$ cat src/rtl/decode_scoreboard_if.sv
`default_nettype none
// ============================================================================
// Module      : decode_scoreboard_if
// Description : Decode-stage issue/bypass/writeback bundle between the decode
//               stage (master) and the register scoreboard (slave).
//               master drives : issue_valid_i, issue_unit_i, issue_rd_i,
//                               issue_rs1_i, issue_rs2_i, use_rs1_i,
//                               use_rs2_i, flush_i
//               master reads  : stall_o, issue_fire_o, fwd_rs1_sel_o,
//                               fwd_rs2_sel_o, busy_o, wb_valid_o, wb_rd_o,
//                               wb_unit_o
// Revision    : 1.0 - initial release
// ============================================================================
interface decode_scoreboard_if #(
  parameter int NREG  = 32,
  parameter int IDX_W = $clog2(NREG),
  parameter int NUNIT = 3
);
  localparam int UW = (NUNIT > 1) ? $clog2(NUNIT) : 1;
  localparam int SW = $clog2(NUNIT + 1);

  logic             issue_valid_i;
  logic [UW-1:0]    issue_unit_i;
  logic [IDX_W-1:0] issue_rd_i;
  logic [IDX_W-1:0] issue_rs1_i;
  logic [IDX_W-1:0] issue_rs2_i;
  logic             use_rs1_i;
  logic             use_rs2_i;
  logic             flush_i;
  logic             stall_o;
  logic             issue_fire_o;
  logic [SW-1:0]    fwd_rs1_sel_o;
  logic [SW-1:0]    fwd_rs2_sel_o;
  logic [NREG-1:0]  busy_o;
  logic             wb_valid_o;
  logic [IDX_W-1:0] wb_rd_o;
  logic [UW-1:0]    wb_unit_o;

  modport master (
    output issue_valid_i, issue_unit_i, issue_rd_i, issue_rs1_i, issue_rs2_i,
           use_rs1_i, use_rs2_i, flush_i,
    input  stall_o, issue_fire_o, fwd_rs1_sel_o, fwd_rs2_sel_o, busy_o,
           wb_valid_o, wb_rd_o, wb_unit_o
  );

  modport slave (
    input  issue_valid_i, issue_unit_i, issue_rd_i, issue_rs1_i, issue_rs2_i,
           use_rs1_i, use_rs2_i, flush_i,
    output stall_o, issue_fire_o, fwd_rs1_sel_o, fwd_rs2_sel_o, busy_o,
           wb_valid_o, wb_rd_o, wb_unit_o
  );
endinterface
`default_nettype wire

$ cat src/rtl/decode_scoreboard.sv
`default_nettype none
// ============================================================================
// Module      : decode_scoreboard
// Description : Register scoreboard for the decode stage. Tracks in-flight
//               destinations of NUNIT fixed-latency units, resolves RAW / WAW /
//               writeback-port hazards and produces per-source bypass selects.
// Ports       : clk    - rising-edge clock
//               reset  - asynchronous active-high clear of all state
//               sb     - decode_scoreboard_if.slave (issue request, stall/fire,
//                        bypass selects, busy vector, writeback report)
// Revision    : 1.0 - initial release
// ============================================================================
module decode_scoreboard #(
  parameter int                     NREG     = 32,
  parameter int                     IDX_W    = $clog2(NREG),
  parameter int                     NUNIT    = 3,
  parameter int                     LAT_W    = 4,
  parameter logic [NUNIT*LAT_W-1:0] UNIT_LAT = {4'd5, 4'd2, 4'd1},
  parameter int                     MAXL     = 5
) (
  input  logic                 clk,
  input  logic                 reset,
  decode_scoreboard_if.slave   sb
);
  localparam int UW = (NUNIT > 1) ? $clog2(NUNIT) : 1;
  localparam int SW = $clog2(NUNIT + 1);

  // Per-register countdown (0 = idle) and producing unit.
  logic [LAT_W-1:0] r_cnt  [NREG];
  logic [UW-1:0]    r_tag  [NREG];
  // Writeback pipeline: slot k retires at the end of the cycle k-1 from now.
  logic             r_slot_v    [1:MAXL];
  logic [IDX_W-1:0] r_slot_rd   [1:MAXL];
  logic [UW-1:0]    r_slot_unit [1:MAXL];

  logic [LAT_W-1:0] w_lat;
  logic             w_rd_nz;
  logic             w_raw1, w_raw2, w_waw, w_struct, w_req, w_stall, w_fire;
  logic [SW-1:0]    w_sel1, w_sel2;

  // Latency of the unit the decode instruction targets.
  always_comb begin
    w_lat = UNIT_LAT[LAT_W-1:0];
    for (int u = 0; u < NUNIT; u++) begin
      if (sb.issue_unit_i == UW'(u)) w_lat = UNIT_LAT[u*LAT_W +: LAT_W];
    end
  end

  // Source checks: a countdown of exactly 1 means the producer writes back at
  // the end of this cycle, so its result is on the bypass network now.
  always_comb begin
    w_raw1 = 1'b0;
    w_sel1 = '0;
    if (sb.use_rs1_i && (sb.issue_rs1_i != '0)) begin
      if (r_cnt[sb.issue_rs1_i] >= LAT_W'(2))      w_raw1 = 1'b1;
      else if (r_cnt[sb.issue_rs1_i] == LAT_W'(1)) w_sel1 = SW'(r_tag[sb.issue_rs1_i]) + SW'(1);
    end
    w_raw2 = 1'b0;
    w_sel2 = '0;
    if (sb.use_rs2_i && (sb.issue_rs2_i != '0)) begin
      if (r_cnt[sb.issue_rs2_i] >= LAT_W'(2))      w_raw2 = 1'b1;
      else if (r_cnt[sb.issue_rs2_i] == LAT_W'(1)) w_sel2 = SW'(r_tag[sb.issue_rs2_i]) + SW'(1);
    end
  end

  // Writeback-port conflict: slots shift on the issue edge, so the new entry
  // would collide with whatever currently sits one slot above its landing slot.
  // A unit of maximum latency lands in the top slot, which nothing can occupy.
  always_comb begin
    w_struct = 1'b0;
    for (int k = 2; k <= MAXL; k++) begin
      if ((w_lat == LAT_W'(k - 1)) && r_slot_v[k]) w_struct = 1'b1;
    end
  end

  assign w_rd_nz = (sb.issue_rd_i != '0);
  // An older producer must not retire after a younger one to the same register.
  assign w_waw   = w_rd_nz && (r_cnt[sb.issue_rd_i] > w_lat);
  assign w_req   = sb.issue_valid_i && !sb.flush_i;
  assign w_stall = w_req && (w_raw1 || w_raw2 || w_waw || (w_rd_nz && w_struct));
  assign w_fire  = w_req && !w_stall;

  always_ff @(posedge clk or posedge reset) begin
    if (reset) begin
      for (int r = 0; r < NREG; r++) begin
        r_cnt[r] <= '0;
        r_tag[r] <= '0;
      end
      for (int k = 1; k <= MAXL; k++) begin
        r_slot_v[k]    <= 1'b0;
        r_slot_rd[k]   <= '0;
        r_slot_unit[k] <= '0;
      end
    end else begin
      for (int r = 1; r < NREG; r++) begin
        if (r_cnt[r] != '0) r_cnt[r] <= r_cnt[r] - LAT_W'(1);
      end
      for (int k = 1; k < MAXL; k++) begin
        r_slot_v[k]    <= r_slot_v[k+1];
        r_slot_rd[k]   <= r_slot_rd[k+1];
        r_slot_unit[k] <= r_slot_unit[k+1];
      end
      r_slot_v[MAXL]    <= 1'b0;
      r_slot_rd[MAXL]   <= '0;
      r_slot_unit[MAXL] <= '0;
      // The youngest producer takes ownership, overriding any older countdown.
      if (w_fire && w_rd_nz) begin
        r_cnt[sb.issue_rd_i] <= w_lat;
        r_tag[sb.issue_rd_i] <= sb.issue_unit_i;
        for (int k = 1; k <= MAXL; k++) begin
          if (w_lat == LAT_W'(k)) begin
            r_slot_v[k]    <= 1'b1;
            r_slot_rd[k]   <= sb.issue_rd_i;
            r_slot_unit[k] <= sb.issue_unit_i;
          end
        end
      end
    end
  end

  always_comb begin
    sb.busy_o = '0;
    for (int r = 1; r < NREG; r++) sb.busy_o[r] = (r_cnt[r] != '0);
  end

  assign sb.stall_o       = w_stall;
  assign sb.issue_fire_o  = w_fire;
  assign sb.fwd_rs1_sel_o = w_sel1;
  assign sb.fwd_rs2_sel_o = w_sel2;
  assign sb.wb_valid_o    = r_slot_v[1];
  assign sb.wb_rd_o       = r_slot_rd[1];
  assign sb.wb_unit_o     = r_slot_unit[1];

endmodule
`default_nettype wire

$ cat src/flat_wrapper.sv
// flat-port wrapper written by rule: the top's interface ports become plain ports
module decode_scoreboard_flat 
#(
  parameter int                     NREG     = 32,
  parameter int                     IDX_W    = $clog2(NREG),
  parameter int                     NUNIT    = 3,
  parameter int                     LAT_W    = 4,
  parameter logic [NUNIT*LAT_W-1:0] UNIT_LAT = {4'd5, 4'd2, 4'd1},
  parameter int                     MAXL     = 5
)
  (clk, reset, sb_issue_valid_i, sb_issue_unit_i, sb_issue_rd_i, sb_issue_rs1_i, sb_issue_rs2_i, sb_use_rs1_i, sb_use_rs2_i, sb_flush_i, sb_stall_o, sb_issue_fire_o, sb_fwd_rs1_sel_o, sb_fwd_rs2_sel_o, sb_busy_o, sb_wb_valid_o, sb_wb_rd_o, sb_wb_unit_o);
  decode_scoreboard_if #(.NREG(NREG), .IDX_W(IDX_W), .NUNIT(NUNIT)) sb_i ();
  input  logic clk;
  input  logic reset;
  input wire logic [$bits(sb_i.issue_valid_i)-1:0] sb_issue_valid_i;
  input wire logic [$bits(sb_i.issue_unit_i)-1:0] sb_issue_unit_i;
  input wire logic [$bits(sb_i.issue_rd_i)-1:0] sb_issue_rd_i;
  input wire logic [$bits(sb_i.issue_rs1_i)-1:0] sb_issue_rs1_i;
  input wire logic [$bits(sb_i.issue_rs2_i)-1:0] sb_issue_rs2_i;
  input wire logic [$bits(sb_i.use_rs1_i)-1:0] sb_use_rs1_i;
  input wire logic [$bits(sb_i.use_rs2_i)-1:0] sb_use_rs2_i;
  input wire logic [$bits(sb_i.flush_i)-1:0] sb_flush_i;
  output wire logic [$bits(sb_i.stall_o)-1:0] sb_stall_o;
  output wire logic [$bits(sb_i.issue_fire_o)-1:0] sb_issue_fire_o;
  output wire logic [$bits(sb_i.fwd_rs1_sel_o)-1:0] sb_fwd_rs1_sel_o;
  output wire logic [$bits(sb_i.fwd_rs2_sel_o)-1:0] sb_fwd_rs2_sel_o;
  output wire logic [$bits(sb_i.busy_o)-1:0] sb_busy_o;
  output wire logic [$bits(sb_i.wb_valid_o)-1:0] sb_wb_valid_o;
  output wire logic [$bits(sb_i.wb_rd_o)-1:0] sb_wb_rd_o;
  output wire logic [$bits(sb_i.wb_unit_o)-1:0] sb_wb_unit_o;
  assign sb_i.issue_valid_i = sb_issue_valid_i;
  assign sb_i.issue_unit_i = sb_issue_unit_i;
  assign sb_i.issue_rd_i = sb_issue_rd_i;
  assign sb_i.issue_rs1_i = sb_issue_rs1_i;
  assign sb_i.issue_rs2_i = sb_issue_rs2_i;
  assign sb_i.use_rs1_i = sb_use_rs1_i;
  assign sb_i.use_rs2_i = sb_use_rs2_i;
  assign sb_i.flush_i = sb_flush_i;
  assign sb_stall_o = sb_i.stall_o;
  assign sb_issue_fire_o = sb_i.issue_fire_o;
  assign sb_fwd_rs1_sel_o = sb_i.fwd_rs1_sel_o;
  assign sb_fwd_rs2_sel_o = sb_i.fwd_rs2_sel_o;
  assign sb_busy_o = sb_i.busy_o;
  assign sb_wb_valid_o = sb_i.wb_valid_o;
  assign sb_wb_rd_o = sb_i.wb_rd_o;
  assign sb_wb_unit_o = sb_i.wb_unit_o;
  decode_scoreboard #(.NREG(NREG), .IDX_W(IDX_W), .NUNIT(NUNIT), .LAT_W(LAT_W), .UNIT_LAT(UNIT_LAT), .MAXL(MAXL)) u_core (.clk(clk), .reset(reset), .sb(sb_i));
endmodule
$ cat config.mk
export PLATFORM = sky130hd
export DESIGN_NAME = decode_scoreboard_flat
export DESIGN_NICKNAME = d
export VERILOG_FILES = /design/src/rtl/decode_scoreboard_if.sv /design/src/rtl/decode_scoreboard.sv /design/src/flat_wrapper.sv
export SDC_FILE = /design/constraint.sdc
export NUM_CORES = 1
export LEC_CHECK = 0
export ABC_AREA = 1
export BUFFER_PORTS_ARGS = -buffer_cell sky130_fd_sc_hd__buf_2
export CORE_UTILIZATION = 45
export CTS_BUF_LIST = sky130_fd_sc_hd__clkbuf_2
export CTS_CLUSTER_DIAMETER = 50
export DETAILED_ROUTE_END_ITERATION = 10
export SETUP_SLACK_MARGIN = 0.5
export SYNTH_ARGS = -nofsm -noshare
export SYNTH_HDL_FRONTEND = slang
export SYNTH_SLANG_ARGS = --single-unit
$ cat constraint.sdc
create_clock -name clk -period 13.9 [get_ports clk]
set_input_delay 2.085 -clock clk [delete_from_list [all_inputs] [get_ports clk]]
set_output_delay 2.085 -clock clk [all_outputs]
set_load 0.02 [all_outputs]
==> impl_results.md <==
* Outcome: completed
* Postcts setup bufs at 0
* Clk_lat worst skew at 1030 ps
* Number of CTS-inserted buffers at 70
* Total congestion overflow at 0
* GRT Overall Usage at 34.2%
* Antenna violations before repair at 2
* Pins Over Slew Limit at 0
* Fmax at 0.126 GHz
* Clock sink count at 230
* Fin nets at 2,445
* Register Area at 0.00576 mm2
* Core Region at 0.0346 mm2
* Post-synthesis sequential area ratio at 36.3%
* Commonest non-fill, non-tap cell in the layout: nand2_1
* Share of the synthesized area in the top cell type at 36.3%
* Chip height at 190 um
* Area of the multi-input gates at 0.00860 mm2
* WP data required at 11,810 ps
* Endpoints failing setup at 0
* RSZ-0062 raised after global routing: no
* Primary FF master, synth: dfrtp_1
* Asr flop ratio synth at 100%
* Fin crit share at 56.9%
* MaxCap Viol Count at 0
* H-Tree Depth at 3
* Routed len/inst at 21.0 um
* Tot Pwr at 3.15 mW
* DRC violations left at 0
* Synthesized area per cell at 6.69 um2
* Vias in the first global route at 16,000
* Hold Fails Final Rpt at 0
* Yosys warning count at 0
* Fill cells at 3,618
* Root Buffer: clkbuf_2
* Seq cells post-synth at 230
* Place WS at 6130 ps
* Ports at 69
* Total Wirelength at 60,900 um
* CP endpoint kind: output port
* Min-delay worst type: reg2reg
* Synth area leader: dfrtp_1
* Syn nets at 2,432
* Final setup skew at 92.6 ps
* Via density at 5.96
* Iteration-0 DRC count of the detailed router at 2,164
* Startpoint Class: primary input
* Worst vdd ir at 0.116 mV
* CTS tree: done
* Max-slew headroom at 13.9%
* Critical path class: in2out
* Distinct cell type count after synthesis at 42
* Largest fanout on the critical path at 32
* Ranking of synthesized cells by area: dfrtp_1, nand2_1, nand3_1
* Die X at 190 um
* Leak Pwr at 8.24 nW
* HPWL after detailed placement at 40,600 um
* Post-CTS sizing at 0
* Placer congestion estimate at 0.986
* Final worst slack at 5990 ps
* Tmin final at 7910 ps
* Most frequent cells in the layout: nand2_1, nand3_1, o21ai_0
* First-pass GRT wire length at 94,100 um
* CP arrival at 5830 ps
* Row count at 68
* Worst-margin pin slew at 1290 ps
* Initial cell density of the core at 45.8%
* DIE AREA at 0.0360 mm2
* Vias at 17,200
* Post-DRT Antenna Nets at 0
* Mapped cell area at 0.0159 mm2
* Worst-path clk slew at 100 ps
* Drt first pass iters at 8
* Number of synthesized flops with an enable pin at 0
* Maximum root-to-sink buffer count at 3
* PortBufs at 67
* Share of cells above drive strength 1 at 9.36%
* Pwr Density at 187 mW/mm2
* Setup tns final at 0 ps
* Largest net degree at the start of global routing at 101
* Synthesized instance count at 2,371
* Hold_buf cts at 0
* Layout area overhead at 6.36%
## per-layer routing
metal | vias to the layer above | GRT usage, % | part of all wire, %
met4 | 0 | 18.7 | 5.1
met5 | - | 0 | 0
met2 | 1021 | 50.5 | 43
met1 | 8082 | 46.9 | 42
met3 | 217 | 6.90 | 9.8
li1 | 7911 | - | -
## report_power, final
group | total, mW | switching [mW] | leakage (nW) | internal [mW]
Combinational | 1.55 | 1.03 | 4.79 | 0.517
Clock | 0.551 | 0.334 | 0.477 | 0.217
Sequential | 1.06 | 0.187 | 2.97 | 0.870
Total | 3.15 | 1.55 | 8.24 | 1.60
## cells in the mapped netlist, types with 7 or more instances
cell / n
nand3_1: 251
nor2_1: 193
nand2_1: 690
a21oi_1: 90
o21ai_1: 55
a211oi_1: 11
nor3_1: 29
o211ai_1: 17
nand4_1: 15
clkbuf_1: 65
xor2_1: 33
inv_2: 8
buf_1: 19
o21ai_0: 239
dfrtp_1: 230
inv_1: 202
buf_2: 35
ha_1: 38
buf_4: 26
o221ai_1: 7
o22ai_1: 60
## cell families (layout without fill, tap and decap cells)
logic type	after synthesis	in the layout	synth area share, %
XOR/XNOR	34	34	1.88
multiplexers	9	9	0.616
AND/OR/NAND/NOR	1197	1197	31.2
flip-flops	230	230	36.3
buffers and inverters	358	422	9.46
AO/OA/AOI/OAI	504	504	17.5
adder cells (fa/ha/maj)	38	38	3.00
other	1	3	0.0237
## per-stage QoR
stage | cells | utilization, % | hold WS, ps | area [um2]
6_report | 2892 | 48.7 | 326 | 16900
5_1_grt | 2892 | 48.7 | 341 | 16900
3_5_place_dp | 2767 | 46.8 | 335 | 16200
2_1_floorplan | 2371 | - | 405 | 15900
4_1_cts | 2890 | 48.7 | 308 | 16900
3_3_place_gp | 2767 | 46.8 | 332 | 16200
## flip-flops by register name, indices dropped and copies added (netlist names)
register	cells
u_core.r_cnt	127
u_core.r_tag	64
u_core.r_slot_rd	20
u_core.r_slot_unit	8
u_core.sb.wb_rd_o	5
u_core.r_slot_v	3
u_core.sb.wb_unit_o	2
u_core.sb.wb_valid_o	1
## critical path, stage by stage
cell and delay, ps:
buf_2 140, inv_2 80, nor2_2 110, inv_1 960
o22ai_1 140, o21ai_0 320, nand4_1 130, or2_2 310
ha_1 300, inv_1 60, nor2_1 30, o21ai_0 170
a32oi_1 80, nor2_1 90, nand2_1 60, nand2_1 120
nand3_1 130, nor2_2 260, buf_2 220
## path summary, 6_finish.rpt
check | startpoint | to | slack [ps] | cells past startpoint
worst max-delay path | sb_issue_rd_i[1] | sb_issue_fire_o | 5990 | 19
worst min-delay path | u_core.r_slot_rd[2]$_DFF_PP0_ | u_core.r_slot_rd[7]$_DFF_PP0_ | 330 | 0
worst max register to register | u_core.r_cnt[9]$_DFF_PP0_ | u_core.r_cnt[74]$_DFF_PP0_ | 8970 | 19
worst min register to register | u_core.r_slot_rd[2]$_DFF_PP0_ | u_core.r_slot_rd[7]$_DFF_PP0_ | 330 | 0
max in group asynchronous | reset | u_core.r_cnt[24]$_DFF_PP0_ | 10500 | 4
min in group asynchronous | reset | u_core.r_cnt[105]$_DFF_PP0_ | 1150 | 2
## area by class of cell
type | count | area share (%)
timing repair buffer | 88 | 2.92
multi-input combinational | 1783 | 51.0
clock buffer | 102 | 3.03
inverter | 211 | 4.74
sequential | 230 | 34.1
tap | 455 | 3.38
antenna | 2 | 0.0297
clock inverter | 21 | 0.764
Note: power is estimated with default switching activity, not from simulation.
